===== src/rtl/pc_seq_pkg.sv =====
// pc_seq_pkg: shared state encoding and constants for the fetch PC sequencer.
package pc_seq_pkg;
  typedef enum logic [1:0] {BOOT = 2'd0, RUN = 2'd1, HOLD = 2'd2} pc_state_t;
  localparam int PC_INC = 4;
endpackage


===== src/rtl/register.sv =====
// register: n-bit load-enabled storage register, async active-high reset to 0.
module register #(
  parameter int n = 32
) (
  input  logic         clk,
  input  logic         rst,
  input  logic         load,
  input  logic [n-1:0] D,
  output logic [n-1:0] Q
);
  always_ff @(posedge clk or posedge rst)
    if (rst) Q <= '0;
    else if (load) Q <= D;
endmodule


===== src/rtl/pc_sequencer.sv =====
// pc_sequencer: fetch-stage next-PC selection with stall, branch/jump redirect and IF/ID flush.
module pc_sequencer
  import pc_seq_pkg::*;
#(
  parameter int N = 32
) (
  input  logic         clk,
  input  logic         rst,
  input  logic         stall,
  input  logic         branch_taken,
  input  logic [N-1:0] branch_target,
  input  logic         jump,
  input  logic [N-1:0] jump_target,
  output logic [N-1:0] pc,
  output logic [N-1:0] pc_plus4,
  output logic         fetch_valid,
  output logic         flush
);
  pc_state_t state_q, state_d;
  logic [N-1:0] sel_target, target, pend_q, pc_d;
  logic redir, active, pc_load, pend_load;
  assign redir = branch_taken | jump;
  // Branch is older than the jump in ID, so it takes priority.
  assign sel_target = branch_taken ? branch_target : jump_target;
  assign target = {sel_target[N-1:2], 2'b00};
  assign active = (state_q == RUN) || (state_q == HOLD);
  assign fetch_valid = active;
  assign flush = active & redir;
  assign pc_load = active & ~stall;
  assign pend_load = active & stall & redir;
  assign pc_plus4 = pc + N'(PC_INC);
  always_comb begin
    pc_d = redir ? target : (state_q == HOLD) ? pend_q : pc_plus4;
    state_d = (state_q == BOOT) ? RUN :
              (state_q == RUN) ? ((stall & redir) ? HOLD : RUN) :
              (stall ? HOLD : RUN);
  end
  always_ff @(posedge clk or posedge rst)
    if (rst) state_q <= BOOT;
    else state_q <= state_d;
  register #(.n(N)) u_pc (
    .clk (clk),
    .rst (rst),
    .load(pc_load),
    .D   (pc_d),
    .Q   (pc)
  );
  // Holds a redirect taken while stalled until fetch may advance.
  register #(.n(N)) u_pend (
    .clk (clk),
    .rst (rst),
    .load(pend_load),
    .D   (target),
    .Q   (pend_q)
  );
endmodule


===== config.mk =====
export PLATFORM = sky130hd
export DESIGN_NAME = pc_sequencer
export DESIGN_NICKNAME = d
export VERILOG_FILES = /design/src/rtl/pc_seq_pkg.sv /design/src/rtl/register.sv /design/src/rtl/pc_sequencer.sv
export SDC_FILE = /design/constraint.sdc
export NUM_CORES = 1
export LEC_CHECK = 0
export BUFFER_PORTS_ARGS = -buffer_cell sky130_fd_sc_hd__buf_2
export CAP_MARGIN = 20
export CORE_MARGIN = 5
export CORE_UTILIZATION = 30
export CTS_BUF_LIST = sky130_fd_sc_hd__clkbuf_4 sky130_fd_sc_hd__clkbuf_8 sky130_fd_sc_hd__clkbuf_16
export DETAILED_ROUTE_END_ITERATION = 8
export SETUP_SLACK_MARGIN = 0.3
export SLEW_MARGIN = 20
export SYNTH_ARGS = -nofsm -noshare
export SYNTH_HDL_FRONTEND = slang
export SYNTH_HIERARCHICAL = 1
export SYNTH_SLANG_ARGS = --single-unit

===== constraint.sdc =====
create_clock -name clk -period 2.15 [get_ports clk]
set_input_delay 0.1075 -clock clk [delete_from_list [all_inputs] [get_ports clk]]
set_output_delay 0.1075 -clock clk [all_outputs]
set_load 0.1 [all_outputs]

==> results by group, run 1 <==
Status
  • Outcome: finished with violations
  • Violated checks: setup timing

Synth
  • Synth Register Bits: 66
  • Cells after synthesis: 439
  • Yosys top cell area share: 35.4%
  • Seq/Total Area, Yosys: 35.4%
  • Largest area contributor in the netlist: dfrtp_1
  • Mapped Area: 4670 sq um
  • Yosys cell types: 44
  • Synth top area cells: dfrtp_1, mux2_4, mux2_2, o21ai_0, buf_12
  • Yosys warning count: 6
  • Avg Inst Size Synth: 10.6 sq um

Global routing
  • Overflow after GRT: 0
  • Initial antenna violation count: 0
  • Vias in the first global route: 4,581
  • First-pass GRT wire length: 24,300 um
  • GRT Total Usage: 16.9%
  • Largest net degree at the start of global routing: 33

Floorplanning
  • Initial Utilization: 30.6%
  • Core ar.: 15,300 sq um
  • Std cell rows: 45
  • Full die area: 18,200 sq um
  • Die Height: 135 um
  • Die W: 135 um
  • I/O Pins: 135

Setup path
  • Critical path startpoint category: flip-flop
  • Crit path kind: reg2out
  • Crit path max fanout: 7
  • Slowest-stage cell, CP: or4_4
  • Setup crit end kind: primary output
  • WP data required: 2.04 ns
  • CP Cell Sequence: nand4_4, or4_4, buf_8, or3_4, nand2_4, buf_12
  • Critical Path AT: 2.31 ns
  • Worst path max stage delay: 0.64 ns

Final layout
  • Synth-to-Final Area Change: 61.3%
  • Share of layout cells above drive strength 1: 66.9%
  • Diode count: 0
  • Layout net count: 700
  • FILL cells: 1,373
  • Commonest cells after routing, fill and taps aside: buf_2, mux2_4, buf_4
  • Commonest non-fill, non-tap cell in the layout: buf_2

Placed design
  • RePlAce Congestion: 0.819
  • Post-DP HPWL: 11,100 um
  • IO Port Bufs: 130

Run
  • Max cap viols: 0

Hold path
  • Worst hold path class: in2reg

Power
  • Pwr Total: 11.8 mW
  • Combinational Power Share: 67.2%
  • Psw: 6.23 mW
  • Leak: 3.26 nW
  • Pint: 5.52 mW
  • IR drop worst, VDD: 0.00137 V
  • Power per cell area: 1560 nW/um^2
  • Seq pwr share: 18.9%
  • Clock power share: 13.9%
  • Switch share: 53.1%

Routing
  • Remaining antenna violation count: 0
  • Vias: 4,208
  • # DRC: 0
  • Routed Wire Length: 15,100 um
  • Vias per cell: 4.99
  • Router iterations before antenna repair: 4
  • Drt wl/cell: 18.0 um
  • Initial DRC count: 265

STA
  • RSZ-0062 raised after global routing: true
  • Achievable Freq: 0.414 GHz
  • Final TNS setup: -3.07 ns
  • Setup violations, final: 16
  • Final Skew: 0.00571 ns
  • Max transition margin: 55.2%
  • Post-route setup slack: -0.265 ns
  • Final Hold Fails: 0
  • Tcrit/Tclk final: 112%
  • Slew Limit Fails: 0
  • Min cycle time layout: 2.41 ns
  • Slew @ Worst Pin: 0.665 ns

Clock network
  • CTS tree: built
  • Clock transition at the registers of the reported paths: 0.06 ns
  • Clock Path Buffers: 2
  • Total CTS buffers: 9
  • Htree depth: 3
  • Clock latency on the worst-skew pair: 0.33 ns
  • Root buf cell: clkbuf_16
  • Clock sink count: 66
[cells in the mapped netlist, drive strengths merged]
cell / instances
o21a: 7
a211oi: 1
dfrtp: 66
a2111oi: 1
a31oi: 18
ha: 4
o31ai: 9
conb: 1
a21oi: 7
nor3: 9
a21boi: 11
nor2b: 1
and4: 6
nand4: 9
and3b: 1
o21ai: 26
and3: 3
o31a: 1
buf: 15
or3: 11
xnor2: 7
nand2b: 3
clkbuf: 14
mux2: 94
a2bb2oi: 1
a31o: 1
nand3: 12
nand2: 29
a311oi: 1
xor2: 3
mux2i: 6
inv: 17
nor4: 5
nor2: 21
or2: 5
nand3b: 1
and2: 3
or4: 9
[cell families after synthesis]
logic type,after synthesis,share of synthesized area (%)
adders and majority gates,4,1.07
xor gates and xnor gates,10,1.88
other,1,0.0803
and+or+nand+nor,128,15.0
AOI/OAI and AO/OA,84,11.4
buffers and inverters,46,6.43
DFF,66,35.4
muxes,100,28.8
[area by class of cell]
class | count | area [sq um] | area share (%)
Inverter | 17 | 63.8 | 0.847
Tap cell | 211 | 264 | 3.50
Sequential cell | 66 | 1730 | 23.0
Multi-Input combinational cell | 328 | 3410 | 45.3
Clock buffer | 10 | 239 | 3.17
Timing Repair Buffer | 205 | 1730 | 23.0
Clock inverter | 6 | 90.1 | 1.20
[worst paths after layout]
path	from	slack (ns)	endpoint	cells after the start
min reg2reg	u_pend/Q[12]	0.50	u_pend/Q[12]	1
max	u_pc/Q[5]	-0.26	pc_plus4[17]	6
max reg2reg	u_pc/Q[5]	0	u_pc/Q[16]	7
max in group asynchronous	rst	1.33	u_pc/Q[18]	4
min in group asynchronous	rst	0.19	state_q[0]	3
min	stall	0.13	state_q[1]	2
[flip-flops by register name (all words and copies together), names as in the netlist]
name      cells
u_pc/Q       32
u_pend/Q     32
state_q       2
[critical path: cells and delay by family, from the launching register on]
kind / cells / cell delay (ns)
buffers and inverters: 2 / 0.35
DFF: 1 / 0.42
and+or+nand+nor: 4 / 1.20
[power by group through the flow]
stage / clock network, mW / logic, mW / registers (mW)
after floorplan: 0 / 3.91 / 3.81
after global placement: 0 / 7.39 / 2.18
after detailed placement: 0 / 7.44 / 2.21
after CTS: 1.67 / 7.81 / 2.21
after global routing: 1.72 / 8.20 / 2.28
final: 1.63 / 7.90 / 2.22
[timing repair]
action                                  CTS  global route
hold endpoints to repair                 66             0
endpoints found under the setup margin   44            46
pin swaps                                29            21
hold buffers                              1             0
setup buffers                             6             6
resized for setup                        68            19
[per-layer routing]
metal	global-route usage, %	share of wire [%]
met5	0	0
met4	5.71	2.5
met3	4.66	6.8
met2	28.0	48
met1	21.4	43
[stage by stage]
step	cells	utilization (%)	hold WS (ns)	area (sq um)	worst slack (ns)
global placement	814	44.3	-0.0148	6750	-0.0395
finish	843	49.4	0.133	7530	-0.265
global route	843	49.4	0.128	7530	-0.351
floorplan	440	-	-0.151	5250	-0.459
CTS	837	48.6	0.119	7410	-0.256
detailed placement	814	44.3	-0.00553	6750	-0.0872
(Power assumes the default switching activity.)
==> run 2, diff against run 1 <==
CELL_PAD_IN_SITES_DETAIL_PLACEMENT = 1   (was unset)
CELL_PAD_IN_SITES_GLOBAL_PLACEMENT = 1   (was unset)
PLACE_DENSITY_LB_ADDON = 0.1   (was unset)
SLEW_MARGIN = unset   (was 20)
==> run 2 against run 1 <==
Effect of this change:
- the run still ends with setup timing left
- die area unchanged
- clock power decreased by 8%
- power up 1.8%
- cell area grew 4.0%
- largest cell class unchanged
- sequential cell count is the same
- worst hold slack worse by 0.023 ns
- global-route usage up 1.7 points
- cell count up 1.2%
- largest power group unchanged
==> results by group, run 2 (synthesis gave the netlist of run 1 again) <==
Status
  • Outcome: finished with violations
  • Violated checks: setup timing

Setup path
  • Crit path max fanout: 4
  • Critical path startpoint category: flip-flop
  • R2R cell count: 6
  • WP data required: 2.04 ns
  • Critical R2R Capture: u_pc/Q[27]
  • Crit path kind: reg2out
  • Reg2Reg Setup Slack: -0.10 ns
  • Critical Path AT: 2.34 ns
  • Reg2reg start: u_pc/Q[2]
  • Setup crit end kind: primary output

Routing
  • Vias: 4,289
  • Initial DRC count: 132
  • Router iterations before antenna repair: 4
  • Remaining antenna violation count: 0
  • # DRC: 0
  • Drt wl/cell: 19.9 um
  • Routed Wire Length: 17,000 um
  • Vias per cell: 5.03

Run
  • Max cap viols: 0

Clock network
  • CTS tree: built
  • Clock transition at the registers of the reported paths: 0.06 ns
  • Root buf cell: clkbuf_16
  • Clock latency on the worst-skew pair: 0.34 ns
  • Clock Path Buffers: 2
  • Total CTS buffers: 9
  • Clock sink count: 66
  • Htree depth: 3

Final layout
  • Commonest cells after routing, fill and taps aside: buf_2, mux2_4, buf_4
  • Final Cell Area: 7830 sq um
  • Synth-to-Final Area Change: 67.7%
  • Final core occ: 51.3%
  • FILL cells: 1,579
  • Share of layout cells above drive strength 1: 69.6%
  • Diode count: 0
  • Commonest non-fill, non-tap cell in the layout: buf_2
  • Layout net count: 710
  • Final Non-Filler Cells: 853
  • Top Registers: u_pc/Q: 32 flops, u_pend/Q: 32 flops, state_q: 2 flops

STA
  • Max transition margin: 59.6%
  • Slew @ Worst Pin: 0.606 ns
  • Post-route setup slack: -0.297 ns
  • Tcrit/Tclk final: 114%
  • Slew Limit Fails: 0
  • Achievable Freq: 0.409 GHz
  • WHS: 0.110 ns
  • Min cycle time layout: 2.45 ns
  • RSZ-0062 raised after global routing: true
  • Setup violations, final: 21
  • Final Hold Fails: 0
  • Final Skew: 0.00836 ns

Global routing
  • First-pass GRT wire length: 26,400 um
  • Overflow after GRT: 0
  • Largest net degree at the start of global routing: 34
  • Initial antenna violation count: 0
  • Vias in the first global route: 4,833
  • GRT Total Usage: 18.7%

Floorplanning
  • Die W: 135 um
  • I/O Pins: 135
  • Full die area: 18,200 sq um
  • Core ar.: 15,300 sq um
  • Die Height: 135 um
  • Std cell rows: 45
  • Initial Utilization: 30.6%

Hold path
  • Hold Path Cell Cnt: 2
  • Hold endpoint: state_q[1]
  • Worst hold path class: in2reg
  • HP Start: stall

Placed design
  • IO Port Bufs: 130
  • Post-DP HPWL: 11,700 um
  • Placed instance area: 6770 sq um
  • RePlAce Congestion: 0.778
  • Placed Cells: 813

Power
  • Power per cell area: 1530 nW/um^2
  • IR drop worst, VDD: 0.000904 V
  • Pwr Total: 12.0 mW
  • Leak: 3.38 nW
==> run 2: changes by cell type in the layout (fill, tap and decap cells not counted), sizes merged <==
cell	before	now
buf	204	214
bufinv	2	1
clkbuf	10	11
clkinv	3	2
clkinvlp	1	2
==> run 2: worst max path at each step <==
stage | endpoint | cells past startpoint | from | slack, ns
2_1_floorplan | u_pc/Q[16] | 7 | u_pc/Q[2] | -0.46
3_3_place_gp | u_pc/Q[27] | 5 | u_pc/Q[6] | -0.05
3_5_place_dp | u_pc/Q[27] | 5 | u_pc/Q[6] | -0.11
4_1_cts | pc_plus4[27] | 5 | u_pc/Q[5] | -0.29
5_1_grt | pc_plus4[18] | 7 | u_pc/Q[2] | -0.36
6_report | pc_plus4[18] | 7 | u_pc/Q[2] | -0.30
==> run 2: through the flow <==
stage,setup slack [ns],setup TNS (ns)
after global routing,-0.362,-6.16
after CTS,-0.286,-3.36
after floorplan,-0.459,-7.60
final,-0.297,-4.24
after global placement,-0.0486,-0.208
after detailed placement,-0.111,-0.762
==> run 2: what timing repair did <==
action | in CTS | in global routing
gates resized for setup | 84 | 35
hold buffers | 1 | 0
gates cloned | 1 | 0
setup buffers | 15 | 7
setup endpoints to repair | 46 | 48
pin swaps | 41 | 25
hold endpoints to repair | 66 | 0
==> run 2: routing by layer <==
metal	track usage [%]	vias to the layer above	share of wire, %
met5	0	-	0
met4	4.69	0	0.78
met3	5.07	9	4.4
met2	33.0	92	52
met1	22.5	2183	42
li1	-	2005	-
==> run 2: layout make-up <==
type	instances	area (sq um)	share of cell area, %
clock buffer	11	240	3.07
clock inverter	5	55.1	0.703
inverter	17	63.8	0.815
multi-input combinational	328	3580	45.8
sequential	66	1730	22.1
tap	211	264	3.37
timing repair buffer	215	1890	24.2
==> run 2: where the power goes <==
part | switching, mW | internal [mW] | total, mW | leakage, nW
clock network | 0.577 | 0.920 | 1.50 | 0.142
logic | 5.37 | 2.91 | 8.28 | 2.49
registers | 0.431 | 1.76 | 2.19 | 0.750
total | 6.38 | 5.59 | 12.0 | 3.38
==> run 2: critical path: stages, from the launching register on <==
cell	delay, ns
dfrtp_4	0.45
ha_4	0.18
nand2_4	0.05
or4_4	0.55
buf_6	0.16
or3_4	0.36
nand2_4	0.08
buf_12	0.17
